**src/rtl/serial_lut_programmer_if.sv**
```systemverilog
// Host-side bus of the serial LUT programmer: the parallel table-write port,
// the frame request, and the registered serial frame outputs.
interface serial_lut_programmer_if #(
  parameter int IN_WIDTH  = 4,
  parameter int OUT_WIDTH = 3
);
  logic                 wr_en;
  logic [IN_WIDTH-1:0]  wr_addr;
  logic [OUT_WIDTH-1:0] wr_data;
  logic                 start;
  logic                 sd;
  logic                 sclk;
  logic                 scs_n;
  logic                 busy;
  logic                 done;

  modport master (
    output wr_en, wr_addr, wr_data, start,
    input  sd, sclk, scs_n, busy, done
  );

  modport slave (
    input  wr_en, wr_addr, wr_data, start,
    output sd, sclk, scs_n, busy, done
  );
endinterface

```
**src/rtl/serial_lut_programmer.sv**
```systemverilog
// Shadow LUT table plus frame generator. On start the padded table image is
// snapshotted and shifted out MSB-first on sd/sclk/scs_n so the downstream
// shift register ends up holding exactly the shadow table.
module serial_lut_programmer #(
  parameter int IN_WIDTH  = 4,
  parameter int OUT_WIDTH = 3,
  parameter int SHIFT_LEN = 2**(IN_WIDTH+OUT_WIDTH),
  parameter int CLK_DIV   = 2
) (
  input  logic                    clk,
  input  logic                    rst_n,
  serial_lut_programmer_if.slave  bus
);
  localparam int ENTRIES = 2**IN_WIDTH;
  localparam int TBL_W   = ENTRIES*OUT_WIDTH;
  localparam int BW      = (SHIFT_LEN > 1) ? $clog2(SHIFT_LEN) : 1;
  localparam int DW      = (CLK_DIV > 1) ? $clog2(CLK_DIV) : 1;

  typedef enum logic [1:0] {IDLE, LOW, HIGH, TAIL} state_t;

  state_t               state, state_d;
  logic [TBL_W-1:0]     shadow;
  logic [SHIFT_LEN-1:0] image;
  logic [SHIFT_LEN-1:0] shreg, shreg_d;
  logic [BW-1:0]        bit_cnt, bit_d;
  logic [DW-1:0]        div_cnt, div_d;
  logic                 div_last;
  logic                 sd_q, sd_d;
  logic                 sclk_q, sclk_d;
  logic                 scs_n_q, scs_n_d;
  logic                 busy_q, busy_d;
  logic                 done_q, done_d;

  assign bus.sd    = sd_q;
  assign bus.sclk  = sclk_q;
  assign bus.scs_n = scs_n_q;
  assign bus.busy  = busy_q;
  assign bus.done  = done_q;

  // Shadow table: writes land in any state; an in-flight frame uses its snapshot.
  always_ff @(posedge clk or negedge rst_n) begin
    if (!rst_n)
      shadow <= '0;
    else if (bus.wr_en)
      shadow[bus.wr_addr*OUT_WIDTH +: OUT_WIDTH] <= bus.wr_data;
  end

  // Frame image: table in the low bits, zero padding above it.
  always_comb begin
    image              = '0;
    image[TBL_W-1:0]   = shadow;
  end

  // State and output registers; everything the target sees is registered.
  always_ff @(posedge clk or negedge rst_n) begin
    if (!rst_n) begin
      state   <= IDLE;
      shreg   <= '0;
      bit_cnt <= '0;
      div_cnt <= '0;
      sd_q    <= 1'b0;
      sclk_q  <= 1'b0;
      scs_n_q <= 1'b1;
      busy_q  <= 1'b0;
      done_q  <= 1'b0;
    end else begin
      state   <= state_d;
      shreg   <= shreg_d;
      bit_cnt <= bit_d;
      div_cnt <= div_d;
      sd_q    <= sd_d;
      sclk_q  <= sclk_d;
      scs_n_q <= scs_n_d;
      busy_q  <= busy_d;
      done_q  <= done_d;
    end
  end

  // Next-state logic: each LOW/HIGH/TAIL phase lasts CLK_DIV cycles; sd only
  // advances on the HIGH->LOW transition so it is settled well before each rise.
  always_comb begin
    state_d  = state;
    shreg_d  = shreg;
    bit_d    = bit_cnt;
    div_d    = div_cnt;
    sd_d     = sd_q;
    sclk_d   = sclk_q;
    scs_n_d  = scs_n_q;
    busy_d   = busy_q;
    done_d   = 1'b0;
    div_last = (div_cnt == DW'(CLK_DIV-1));
    case (state)
      IDLE: begin
        sd_d    = 1'b0;
        sclk_d  = 1'b0;
        scs_n_d = 1'b1;
        if (bus.start) begin
          shreg_d = image;
          sd_d    = image[SHIFT_LEN-1];
          scs_n_d = 1'b0;
          bit_d   = BW'(SHIFT_LEN-1);
          div_d   = '0;
          busy_d  = 1'b1;
          state_d = LOW;
        end
      end
      LOW: begin
        if (div_last) begin
          div_d   = '0;
          sclk_d  = 1'b1;
          state_d = HIGH;
        end else begin
          div_d = div_cnt + 1'b1;
        end
      end
      HIGH: begin
        if (div_last) begin
          div_d  = '0;
          sclk_d = 1'b0;
          if (bit_cnt == '0) begin
            state_d = TAIL;
          end else begin
            bit_d   = bit_cnt - 1'b1;
            shreg_d = {shreg[SHIFT_LEN-2:0], 1'b0};
            sd_d    = shreg[SHIFT_LEN-2];
            state_d = LOW;
          end
        end else begin
          div_d = div_cnt + 1'b1;
        end
      end
      TAIL: begin
        if (div_last) begin
          div_d   = '0;
          scs_n_d = 1'b1;
          sd_d    = 1'b0;
          busy_d  = 1'b0;
          done_d  = 1'b1;
          state_d = IDLE;
        end else begin
          div_d = div_cnt + 1'b1;
        end
      end
      default: state_d = IDLE;
    endcase
  end
endmodule

```
**src/flat_wrapper.sv**
```systemverilog
// flat-port wrapper written by rule: the top's interface ports become plain ports
module serial_lut_programmer_flat 
#(
  parameter int IN_WIDTH  = 4,
  parameter int OUT_WIDTH = 3,
  parameter int SHIFT_LEN = 2**(IN_WIDTH+OUT_WIDTH),
  parameter int CLK_DIV   = 2
)
  (clk, rst_n, bus_wr_en, bus_wr_addr, bus_wr_data, bus_start, bus_sd, bus_sclk, bus_scs_n, bus_busy, bus_done);
  serial_lut_programmer_if #(.IN_WIDTH(IN_WIDTH), .OUT_WIDTH(OUT_WIDTH)) bus_i ();
  input  logic clk;
  input  logic rst_n;
  input wire logic [$bits(bus_i.wr_en)-1:0] bus_wr_en;
  input wire logic [$bits(bus_i.wr_addr)-1:0] bus_wr_addr;
  input wire logic [$bits(bus_i.wr_data)-1:0] bus_wr_data;
  input wire logic [$bits(bus_i.start)-1:0] bus_start;
  output wire logic [$bits(bus_i.sd)-1:0] bus_sd;
  output wire logic [$bits(bus_i.sclk)-1:0] bus_sclk;
  output wire logic [$bits(bus_i.scs_n)-1:0] bus_scs_n;
  output wire logic [$bits(bus_i.busy)-1:0] bus_busy;
  output wire logic [$bits(bus_i.done)-1:0] bus_done;
  assign bus_i.wr_en = bus_wr_en;
  assign bus_i.wr_addr = bus_wr_addr;
  assign bus_i.wr_data = bus_wr_data;
  assign bus_i.start = bus_start;
  assign bus_sd = bus_i.sd;
  assign bus_sclk = bus_i.sclk;
  assign bus_scs_n = bus_i.scs_n;
  assign bus_busy = bus_i.busy;
  assign bus_done = bus_i.done;
  serial_lut_programmer #(.IN_WIDTH(IN_WIDTH), .OUT_WIDTH(OUT_WIDTH), .SHIFT_LEN(SHIFT_LEN), .CLK_DIV(CLK_DIV)) u_core (.clk(clk), .rst_n(rst_n), .bus(bus_i));
endmodule
```
**config.mk**
```make
export PLATFORM = sky130hd
export DESIGN_NAME = serial_lut_programmer_flat
export DESIGN_NICKNAME = d
export VERILOG_FILES = /design/src/rtl/serial_lut_programmer_if.sv /design/src/rtl/serial_lut_programmer.sv /design/src/flat_wrapper.sv
export SDC_FILE = /design/constraint.sdc
export NUM_CORES = 1
export LEC_CHECK = 0
export CELL_PAD_IN_SITES_DETAIL_PLACEMENT = 1
export CELL_PAD_IN_SITES_GLOBAL_PLACEMENT = 1
export CORE_UTILIZATION = 40
export CTS_CLUSTER_SIZE = 20
export DETAILED_ROUTE_END_ITERATION = 7
export PLACE_DENSITY_LB_ADDON = 0.3
export SYNTH_ARGS = -nofsm -noshare
export SYNTH_HDL_FRONTEND = slang
export SYNTH_SLANG_ARGS = --single-unit
```
**constraint.sdc**
```tcl
create_clock -name clk -period 4.13 [get_ports clk]
set_input_delay 0.6195 -clock clk [delete_from_list [all_inputs] [get_ports clk]]
set_output_delay 0.6195 -clock clk [all_outputs]
set_load 0.03 [all_outputs]
```
======== Yosys cells after proc, flatten, opt, wreduce, memory -nomap -nowiden ========
Index checks and enable logic that the tools add are counted.
W data, S select, Z words.
word-level totals
  register bits ........................... 190
  latch bits .............................. 0
  memory bits (writable) .................. 0
  bits in read-only memories .............. 0
  input port bits ......................... 11
  output and inout bits ................... 5
  logic and storage cells ................. 67
  memories ................................ 0
cells by class
  add/subtract/negate cells ............... 3
  $mul .................................... 1
  divide/modulo/power cells ............... 0
  $lt $le $gt $ge ......................... 0
  equal/unequal tests ..................... 8
  shift operators ......................... 2
  multiplexer cells ....................... 30
  bitwise logic cells ..................... 0
  reductions and logical operators ........ 13
operators by type and width
  kind                       count
  $mux W127                  3
  $pmux W127 S2              1
  $bwmux W48                 1
  $shift A3 B34 Y48 const A  1
  $shiftx A3 B34 Y48         1
  $neg A6 Y34                1
  $mux W7                    3
  $pmux W7 S2                1
  $reduce_and A4 Y1          3
  $mux W1                    10
  $mux W2                    5
  $pmux W2 S4                1
  $logic_not A7 Y1           1
  $sub A7 B1 Y7 const B      1
  $mul A4 B2 Y6 const B      1
  $ne A2 B1 Y1 const B       3
  $pmux W1 S2                3
  $pmux W1 S3                2
  $reduce_and A3 Y1          2
  $reduce_bool A3 Y1         2
  $eq A2 B2 Y1 const B       2
  $ne A2 B2 Y1 const B       2
  $reduce_bool A2 Y1         2
  $reduce_or A3 Y1           1
  4 further kinds            4

======== Depth between registers and ports, before layout ========
  depth after elaboration ................. 4
  gate-level depth with buffers ........... 9

======== Worst setup path before layout ========
No wires, ideal clock.
  kind .................................... input port to flip-flop
  from .................................... input port bus_wr_addr[0]
  to ...................................... register u_core.shadow[0]
  data arrival time ....................... 2272 ps
  slack ................................... 1733 ps
  stages .................................. 7
  buffers on the path ..................... 2
  cell sequence ........................... inv_1 -> ha_1 -> buf_4 -> or3b_1 -> buf_2 -> or4_4 -> mux2_4
on the way
  cells in the longest elaborated chain, start to end .. 4
  elaborated cells between the ends (all ways) .. 5
  those cells by class .................... add/sub (1); mul (1); shift (2); mux (1)
RTL lines
  what                                                            line                         text
  start: declaration                                              flat_wrapper.sv:14           input wire logic [$bits(bus_i.wr_addr)-1:0] bus_wr_addr;
  $mul A4 B2 Y6 *                                                 serial_lut_programmer.sv:45  shadow[bus.wr_addr*OUT_WIDTH +: OUT_WIDTH] <= bus.wr_data;
  $neg A6 Y34 *                                                   serial_lut_programmer.sv:45
  $shiftx A3 B34 Y48 / $shift A3 B34 Y48 (equally long branches)  serial_lut_programmer.sv:45
  $bwmux W48 *                                                    serial_lut_programmer.sv:45
  end signal: indexed assignment                                  serial_lut_programmer.sv:45
  end: declaration                                                serial_lut_programmer.sv:22  logic [TBL_W-1:0] shadow;
Every way passes the cells marked *; elsewhere a longest branch is shown, timed or not.
A chain may end at the register's enable or synchronous reset.

======== Worst setup path after layout ========
Ends and elaborated chain as after synthesis.

==> summary.txt <==
Core Region: 0.0202 mm2
I/O pins: 16
CP required: 4460 ps
first-pass GRT wire length: 31700 um
layout cells sized above 1: 11.8%
#FFs+latches synth: 190
library cells used by synthesis: 42
HP Class: in -> async
Setup Crit Path Kind: in -> reg
final setup vio count: 0
cell count after synthesis: 805
complex-gate fraction of the synthesized area: 10.9%
XOR/XNOR share of the synthesized area: 0%
combinational family with the most area after synthesis: simple AND/OR/NAND/NOR gates
CTS tree: yes
CP top delay family: simple AND/OR/NAND/NOR gates
cts hold-fix bufs: 0
f_max: 359 MHz
antenna violations before repair: 0
Die Span X: 145 um
Non-Filler Instances: 1076
post-CTS resize count: 0
clock sink count: 190
Lkg Pwr: 0.00416 uW
Critical path origin: bus_wr_addr[0]
Tmin final: 2780 ps
DPL Wire Length: 11200 um
Hold Vio Cnt, Final: 0
Antenna diodes: 0
post-DR wirelength/cell: 16.9 um
CP Data Arrival Time: 3110 ps
Post-synth ARST share: 100%
Root Buffer: clkbuf_16
cell count after placement: 1044
Area contributors post-synth: dfrtp_1, nand2_1, mux2_2
Critical Path End Type: register
Crit Reg-Reg Startpoint: u_core.state[0]
Clock Power Share: 28.2%
Synth top area share: 57.6%
Die ar.: 0.0211 mm2
Flop pwr share: 46.4%
Layout Nets: 809
RSZ-0062 raised after global routing: false
Crit path buffers/inverters: 2
status: completed
# H-tree levels: 4
initial drt markers: 362
slowest stage delay, CP: 560 ps
power per cell area: 603 mW/mm2
post-synthesis mux area share: 12.5%
Internal: 3620 uW
Layout area overhead: 11.2%
final wirelength: 18200 um
CTS Buffer Depth: 2
most frequent cells in the layout: dfrtp_1, nand2_1, o21ai_0
grt ovf: 0
routed via count: 5759
largest net degree at the start of global routing: 215
setup TNS: 0 ps
Post-Synth Simple-Gate Area: 14.8%
Net Sw Frac: 34.2%
synthesized area: 0.00821 mm2
Worst Max-Slew Pin Slew: 1130 ps
Tot GR Track Use: 18.7%
post-layout worst setup margin: 1350 ps
Routed Antenna Nets: 0
Post-CTS Setup Inserts: 0
cell row count: 52
Worst setup SP type: primary input
commonest non-fill, non-tap cell in the layout: dfrtp_1
Pre-antenna DRT Iters: 5
vias in the first global route: 6151
syn_area_per_cell: 10.2 um2
Slowest cell on crit path: clkdlybuf4s50_1
fin area: 0.00913 mm2
Synth Area in Adders: 0.762%
routed vias/inst: 5.35
crit-path max FO: 10
Die Ht: 145 um
area post-placement: 0.00857 mm2
drt drc: 0
Max-Cap Viols: 0
maximum VDD drop: 0.271 mV
number of synthesized flops with an enable pin: 0
Synthesis Warnings: 0
Comb pwr share: 25.4%
Worst-Skew Late Latency: 440 ps
dominant synthesized flop cell: dfrtp_1
Tcrit/Tclk final: 67.4%
max-slew violations: 0
Post-Syn Nets: 821
pre-CTS setup slack: 919 ps
final RePlAce weighted congestion: 0.796
Starting Density: 40.7%
crit path cell chain: clkdlybuf4s50_1, inv_1, ha_1, or3b_1, or4_4, mux2_4
Switch Pwr: 1880 uW
total CTS buffers: 17
Setup Skew: 9.47 ps
sequential element share of the synthesized area: 57.9%
Final Util: 45.3%
input/output buffers: 15
Worst-path clk slew: 70 ps
area leader, netlist: dfrtp_1
Rel. slew slack: 24.5%
layout make-up:
cell class / count / area, um2
Clock buffer: 22 / 474
Clock inverter: 10 / 83.8
Fill cell: 2222 / 11000
Inverter: 12 / 45.0
Multi-Input combinational cell: 551 / 3210
Sequential cell: 190 / 4760
Tap cell: 270 / 338
Timing Repair Buffer: 21 / 224
registers in the layout (all words and copies together) (netlist names):
signal	flops
u_core.shreg	127
u_core.shadow	48
u_core.div_cnt	1
u_core.bus.sd	1
u_core.state	2
u_core.bus.busy	1
u_core.bus.scs_n	1
u_core.bus.done	1
u_core.bit_cnt	7
u_core.bus.sclk	1
synth_stat cells (all sizes together) (4+ instances only):
cell / n
nand2: 176
dfrtp: 189
a31oi: 6
nor2: 24
and2: 4
ha: 5
inv: 12
buf: 17
mux2i: 47
clkbuf: 35
nor3: 58
o21ai: 88
a21oi: 63
mux2: 48
power groups by stage:
stage	clock network, uW	logic [uW]	registers, uW
final	1550	1400	2550
after global routing	1660	1570	2600
after CTS	1590	1430	2560
after detailed placement	0	1420	2580
after global placement	0	1330	2550
after floorplan	0	1070	2480
logic make-up after synthesis:
family	after synthesis
buffers and inverters	64
multiplexers	95
flip-flops	190
AO/OA/AOI/OAI	169
adder cells (fa/ha/maj)	5
AND/OR/NAND/NOR	282
stage by stage:
step / power [uW] / hold WS, ps
CTS: 5570 / 166
finish: 5500 / 151
detailed placement: 4000 / 470
global placement: 3880 / 459
floorplan: 3550 / 324
global route: 5840 / 181
metal layers:
layer / share of wire (%) / vias to the layer above / global-route usage [%]
li1: - / 2722 / -
met1: 47 / 2920 / 24.9
met2: 49 / 88 / 30.7
met3: 2.4 / 29 / 3.02
met4: 1.8 / 0 / 7.00
met5: 0 / - / 0
path summary, 6_finish.rpt:
path | to | slack, ps | cells past startpoint
setup / recovery | u_core.shadow[0] | 1350 | 6
hold / removal | u_core.shreg[113] | 150 | 1
setup reg to reg | u_core.shreg[15] | 1500 | 5
hold reg to reg | u_core.shreg[55] | 480 | 2
max in group asynchronous | u_core.shreg[15] | 3050 | 2
min in group clk | u_core.shreg[55] | 480 | 2
Note: power is estimated with default switching activity, not from simulation.
